**config.mk**
```make
export PLATFORM = sky130hd
export DESIGN_NAME = write_node_field_burst
export DESIGN_NICKNAME = d
export VERILOG_FILES = /design/src/rtl/dijkstra_pkg.sv /design/src/rtl/burst_idle_timer.sv /design/src/rtl/write_node_field_burst.sv
export SDC_FILE = /design/constraint.sdc
export NUM_CORES = 1
export LEC_CHECK = 0
export CORE_ASPECT_RATIO = 0.8
export CORE_UTILIZATION = 40
export CTS_CLUSTER_SIZE = 8
export DETAILED_ROUTE_END_ITERATION = 16
export GPL_ROUTABILITY_DRIVEN = 0
export PLACE_DENSITY = 0.67
export SYNTH_ARGS = -nofsm -noshare
export SYNTH_HDL_FRONTEND = slang
export SYNTH_SLANG_ARGS = --single-unit
```
**constraint.sdc**
```tcl
create_clock -name CLK -period 10.91 [get_ports CLK]
set_clock_uncertainty 0.15 [all_clocks]
set_input_delay 2.7275 -clock CLK [delete_from_list [all_inputs] [get_ports CLK]]
set_output_delay 2.7275 -clock CLK [all_outputs]
set_load 0.01 [all_outputs]
```
**src/rtl/dijkstra_pkg.sv**
```systemverilog
// dijkstra_pkg: shared FSM state encoding and default node-record constants
package dijkstra_pkg;

    typedef enum logic [1:0] {IDLE, OPEN, EMIT_ADDR, EMIT_LEN} state_t;

    localparam int DEF_VISIT_VALUE  = 1;
    localparam int DEF_FIELD_OFFSET = 3;
    localparam int DEF_NODE_STRIDE  = 16;

endpackage

```
**src/rtl/burst_idle_timer.sv**
```systemverilog
// burst_idle_timer: counts idle cycles of an open burst and flags the one that reaches TIMEOUT
module burst_idle_timer #(
    parameter int TIMEOUT = 64
) (
    input  logic CLK,
    input  logic RST,
    input  logic clear,
    input  logic enable,
    output logic expired
);

    localparam int TW = $clog2(TIMEOUT + 1);
    localparam logic [TW-1:0] LAST = TW'(TIMEOUT - 1);

    logic [TW-1:0] cnt;

    // expired fires in the idle cycle whose increment would bring the count to TIMEOUT
    assign expired = enable && cnt == LAST;

    // idle-cycle counter, restarted on every accepted word and outside an open burst
    always_ff @(posedge CLK or negedge RST) begin
        if (!RST)
            cnt <= '0;
        else if (clear)
            cnt <= '0;
        else if (enable)
            cnt <= cnt + 1'b1;
    end

endmodule

```
**src/rtl/write_node_field_burst.sv**
```systemverilog
// write_node_field_burst: coalesces field writes to consecutive node records into bursts plus (base,len) descriptors
module write_node_field_burst
    import dijkstra_pkg::*;
#(
    parameter int W_D          = 32,
    parameter int FIELD_OFFSET = DEF_FIELD_OFFSET,
    parameter int NODE_STRIDE  = DEF_NODE_STRIDE,
    parameter int MAX_BURST    = 16,
    parameter int TIMEOUT      = 64,
    parameter int VALUE_MODE   = 0,
    parameter int VISIT_VALUE  = DEF_VISIT_VALUE
) (
    input  logic           CLK,
    input  logic           RST,
    input  logic [W_D-1:0] write_addr,
    input  logic [W_D-1:0] write_data,
    input  logic           write_valid,
    output logic           write_ready,
    input  logic           flush,
    output logic [W_D-1:0] stream_d,
    output logic           stream_enq,
    input  logic           stream_almost_full,
    output logic [W_D-1:0] comm_d,
    output logic           comm_enq,
    input  logic           comm_almost_full,
    output logic           idle
);

    localparam int LW = $clog2(MAX_BURST + 1);
    localparam logic [W_D-1:0] OFFSET_B = W_D'(FIELD_OFFSET * (W_D / 8));
    localparam logic [W_D-1:0] STRIDE   = W_D'(NODE_STRIDE);
    localparam logic [LW-1:0]  LAST     = LW'(MAX_BURST);

    state_t         state, state_nx;
    logic [W_D-1:0] base, prev;
    logic [LW-1:0]  len;
    logic           in_open, in_emit, consec, xfer, expired;

    assign in_open     = state == OPEN;
    assign in_emit     = state == EMIT_ADDR || state == EMIT_LEN;
    assign idle        = state == IDLE;
    assign consec      = write_addr == prev + STRIDE;
    assign write_ready = !stream_almost_full && (idle || (in_open && consec));
    assign xfer        = write_valid && write_ready;
    assign stream_enq  = xfer && RST;
    assign stream_d    = (VALUE_MODE != 0) ? write_data : W_D'(VISIT_VALUE);
    assign comm_enq    = in_emit && !comm_almost_full;
    assign comm_d      = state == EMIT_ADDR ? base : state == EMIT_LEN ? W_D'(len) : '0;

    burst_idle_timer #(.TIMEOUT(TIMEOUT)) u_timer (
        .CLK     (CLK),
        .RST     (RST),
        .clear   (!in_open || xfer),
        .enable  (in_open && !xfer),
        .expired (expired)
    );

    // next state: a burst closes on full length, flush, a non-consecutive request or idle timeout
    always_comb begin
        state_nx = state;
        case (state)
            IDLE:      if (xfer) state_nx = (LAST == LW'(1)) ? EMIT_ADDR : OPEN;
            OPEN:      if ((xfer && len + 1'b1 == LAST) || flush || (write_valid && !consec) || expired)
                           state_nx = EMIT_ADDR;
            EMIT_ADDR: if (comm_enq) state_nx = EMIT_LEN;
            EMIT_LEN:  if (comm_enq) state_nx = IDLE;
            default:   state_nx = IDLE;
        endcase
    end

    // state register and burst bookkeeping; the first word of a burst fixes its base
    always_ff @(posedge CLK or negedge RST) begin
        if (!RST) begin
            state <= IDLE;
            base  <= '0;
            prev  <= '0;
            len   <= '0;
        end else begin
            state <= state_nx;
            if (xfer) begin
                prev <= write_addr;
                if (idle) begin
                    base <= write_addr + OFFSET_B;
                    len  <= LW'(1);
                end else begin
                    len <= len + 1'b1;
                end
            end
        end
    end

endmodule

```
# Yosys cells after proc, flatten, opt, wreduce, memory -nomap -nowiden
# Cells that the tools add are included.
totals:
  register_bits: 78
  in_bits: 70
  word_cells: 53
op_classes:
  n_eq_ne: 10
  add_sub_neg: 4
  reduce_logical: 24
  muxes: 10
ops:
  columns: ["op", "count"]
  rows:
  - ["$add 32x4->32 const B", 1]
  - ["$add 32x5->32 const B", 1]
  - ["$eq 32x32->1", 1]
  - ["$mux 32", 1]
  - ["$mux 7", 2]
  - ["$mux 5", 2]
  - ["$logic_and 1x1->1", 9]
  - ["$mux 2", 4]
  - ["$pmux 2 s4", 1]
  - ["$add 7x1->7 const B", 1]
  - ["$eq 7x6->1 const B", 1]
  - ["$logic_or 1x1->1", 6]
  - ["$add 5x1->5 const B", 1]
  - ["$eq 5x5->1 const B", 1]
  - ["$logic_not 1->1", 5]
  - ["$eq 2x2->1 const B", 2]
  - ["$ne 2x1->1 const B", 2]
  - ["$ne 2x2->1 const B", 2]
  - ["$reduce_and 4->1", 1]
  - ["$eq 2x1->1 const B", 1]
  - ["$logic_not 2->1", 1]
  - ["$reduce_and 2->1", 1]
  - ["$reduce_bool 2->1", 1]

# Longest topological paths before layout
depth:
  ltp_word: 12
  mapped_depth: 13
  ltp_nobuf: 10

# Cells and area by module
# Synthesis repeated with hierarchy kept, for this count alone.
unflattened:
  cells_unflattened: 599
  area_unflattened_um2: 5308.8
modules_own_cells:
  columns: ["module", "cells_per_inst", "instances", "seq_area_each_um2", "area_each_um2"]
  rows:
  - ["write_node_field_burst", 567, 1, 1776.7, 4973.5]
  - ["burst_idle_timer", 32, 1, 175.2, 335.3]

# Least setup slack after synthesis
# Ideal clock, no wire load.
synth_timing:
  path_type: "input to output"
  start: "input port write_addr[18]"
  end: "output port stream_enq"
  setup_slack_ns: 2.926
  cell_stages: 8
  path_buffers: 0
  arrival_ns: 5.106
  path_cell_list: "xor2_1 a2111oi_0 a22oi_1 or4_1 or3_1 a2111o_1 o21ai_2 and2_1"
synth_via:
  elab_chain_len: 6
synth_lines:
  columns: ["item", "line_no", "source"]
  rows:
  - ["start: declaration", "write_node_field_burst.sv:15", "input logic [W_D-1:0] write_addr,"]
  - ["$eq 32x32->1", "write_node_field_burst.sv:42", "assign consec = write_addr == prev + STRIDE;"]
  - ["$logic_and 1x1->1", "write_node_field_burst.sv:43", "assign write_ready = !stream_almost_full && (idle || (in_open && consec));"]
  - ["$logic_or 1x1->1", "write_node_field_burst.sv:43", null]
  - ["$logic_and 1x1->1", "write_node_field_burst.sv:43", null]
  - ["$logic_and 1x1->1", "write_node_field_burst.sv:44", "assign xfer = write_valid && write_ready;"]
  - ["$logic_and 1x1->1", "write_node_field_burst.sv:45", "assign stream_enq = xfer && RST;"]
  - ["end: declaration", "write_node_field_burst.sv:21", "output logic stream_enq,"]
# No other way between the ends.

# Final worst setup path
# Same ends and word-level chain as after synthesis.

==> summary.md <==
| Metric | Value |
|---|---|
| Run status | complete, no violations |
| Yosys warning count | 0 |
| Synth Area in XOR/XNOR | 10.31% |
| Multi-input logic area | roughly 3100 µm² |
| Core area | 13060 µm² |
| Hold_sp | base[12] |
| Syn Inst Count | between 600 and 700 |
| Worst setup EP type | output pin |
| Clock buffer count from CTS | 9 |
| Number of global-route vias before repair | 4406 |
| Largest family of logic cells by synthesized area | simple AND/OR/NAND/NOR gates |
| # setup viols final | 0 |
| Row cnt | 37 |
| Most frequent cell after synthesis | dfrtp_1 |
| Largest net degree at the start of global routing | 66 |
| Synth cell types | between 60 and 70 |
| H-tree depth | 3 |
| Routed vias/inst | between 5 and 6 |
| Lkg Pwr | roughly 2.7 nW |
| Antenna cells | 0 |
| Hold depth | 2 |
| Filler Cells Inserted | roughly 1200 |
| Gr usage total | 19.07% |
| I/O Buffers | 73 |
| Max VDD drop | around 0.00012 V |
| Detail Route Antenna Nets | 0 |
| Synthesis-to-layout area growth | 18.20% |
| Top cells by area, synth | dfrtp_1, mux2_4, nand2_1 |
| Nets | 735 |
| Clk Latency, worst-skew pair | between 300 and 400 ps |
| Detailed-route wire length | 12820 µm |
| Worst min path class | flop to flop |
| Slew Viols, Final | 0 |
| Synth async-reset ratio | 100.0% |
| Tot Pwr | 1.508 mW |
| Largest area contributor in the netlist | dfrtp_1 |
| Hold worst-path end | base[12] |
| Post-synth top flop | dfrtp_1 |
| RSZ-0062 raised after global routing | no |
| Register area | between 1500 and 2000 µm² |
| Final Hold Fails | 0 |
| Post-synth top cells | dfrtp_1, nand2_1, o21ai_0, buf_4 |
| Crit path time final | just over 9000 ps |
| Clk sinks | 78 |
| Initial Util | roughly two fifths |
| Critical Path Start Type | input pin |
| Initial antenna violation count | 0 |
| Post-synthesis sequential area ratio | between 30% and 40% |
| Die Y | 106.3 µm |
| Vias | between 4000 and 5000 |
| Detailed Place HPWL | approximately 9000 µm |
| Final TNS setup | 0 ps |
| CP arrival | ~6500 ps |
| Worst EP required | 8030 ps |
| Pwr dens | 234.6 nW/µm² |
| Final period util | 85.56% |
| Synth Register Bits | between 70 and 80 |
| Complex-gate fraction of the synthesized area | 11.04% |
| Iter 0 DRT Violations | about 270 |
| # Post-CTS Setup Buffers | 0 |
| # IOs | roughly 140 |
| Global-route wire length before repair | roughly 21000 µm |
| Syn avg cell area | ~9 µm² |
| CTS Root Cell | clkbuf_16 |
| CTS clk-pin slew, worst paths | about 60 ps |
| Mean routed wirelength per cell | around 15 µm |
| Post-Synth Adder-Cell Area | 2.071% |
| R2r startpoint | prev[4] |
| Die ar. | 14070 µm² |
| Max-slew headroom | 10.85% |
| Post-route DRC violation count | 0 |
| Grt total ovfl | 0 |
| CTS tree | built |
| R2r endpoint | len[4] |
| Mapped Area | between 5000 and 6000 µm² |
| Worst reg2reg path depth | 10 |
| Worst-margin pin slew | 1325 ps |
| DIE WIDTH | 132.4 µm |
| Max FO, Critical Path | 7 |
| EDFF count, synth | 0 |
| Hold buffers post-CTS | 0 |
| CP Class | input pin to output pin |
| Fraction of layout cells with a size suffix above 1 | under 10% |
| Post-synthesis mux area share | under 10% |
| Synth top area share | between 30 and 40% |
| Flop2flop setup slack | approximately 6400 ps |
| Deepest clock path buffer count | 2 |
| Post-cts resize count | 0 |
| Max Fclk | about 110 MHz |
| Post-synthesis simple-gate area fraction | approximately a quarter |
| DR pass1 iterations | 4 |
| MaxCap Viol Count | 0 |
==> cell type report <==
class / count / area share [%]
clock buffer: 11 / 3.777
clock inverter: 5 / 1.265
inverter: 15 / 0.8760
multi-input combinational: 477 / 48.74
sequential: 78 / 30.37
tap: 175 / 3.407
timing repair buffer: 75 / 11.56
==> critical path, stage by stage <==
cell             delay [ps]
clkdlybuf4s50_1         500
xor2_1                  240
a2111oi_0               450
a22oi_1                 150
or4_1                   570
or3_1                   390
a2111o_1                390
o21ai_2                 310
and2_1                  210
clkdlybuf4s50_1         540
==> logic make-up after synthesis <==
family,count (synthesis)
simple gates,248
compound gates,94
flops,78
buf+inv,78
xor+xnor,64
mux,30
fa+ha+maj,9
other cells,2
==> power by group <==
| part | switching (mW) | internal, mW |
|---|---|---|
| combinational | 0.300 | 0.324 |
| clock | 0.123 | 0.207 |
| sequential | 0.136 | 0.418 |
==> flip-flops by register name (all words and copies together), names as in the netlist <==
| register | cells |
|---|---|
| base | 32 |
| u_timer.cnt | 7 |
| state | 2 |
| len | 5 |
| prev | 32 |
==> routing by layer <==
layer  track usage (%)  part of all wire (%)  routed length, µm
met5                 0                     0                  0
met4             5.747                  0.91                117
met3             3.481                   3.6                467
met2             31.35                    47               5963
met1             25.54                    49               6272
==> worst max-delay path by stage <==
stage | start | end | slack (ps) | cells after the start
final | write_addr[18] | stream_enq | 1580 | 10
after global routing | write_addr[18] | stream_enq | 1480 | 10
after CTS | write_addr[18] | stream_enq | 1600 | 10
after detailed placement | write_addr[18] | stream_enq | 1630 | 10
after global placement | write_addr[18] | stream_enq | 1630 | 10
after floorplan | write_addr[18] | stream_enq | 2930 | 8
==> cells in the final DEF (no fill, tap or decap), types with 9 or more instances in the layout <==
master	n
xor2_1	32
nor2_1	31
nand3_1	23
inv_1	15
clkbuf_16	9
conb_1	32
nand4_1	16
dfrtp_1	78
and2_1	30
clkdlybuf4s50_1	72
xnor2_1	32
and3_1	16
ha_1	9
mux2_4	25
nand2_1	75
o21ai_0	49
nor3_1	9
==> through the flow <==
stage          util, %  setup slack [ps]  hold WS [ps]  instances  cell area [µm²]
2_1_floorplan        -              2926         282.9        633             5550
5_1_grt          49.23              1478         355.9        836             6427
3_5_place_dp     46.75              1627         312.9        820             6103
4_1_cts          49.23              1601         326.2        836             6427
6_report         49.23              1576         322.6        836             6427
3_3_place_gp     46.75              1634         301.9        820             6103
Power figures use the tool's default switching activity.
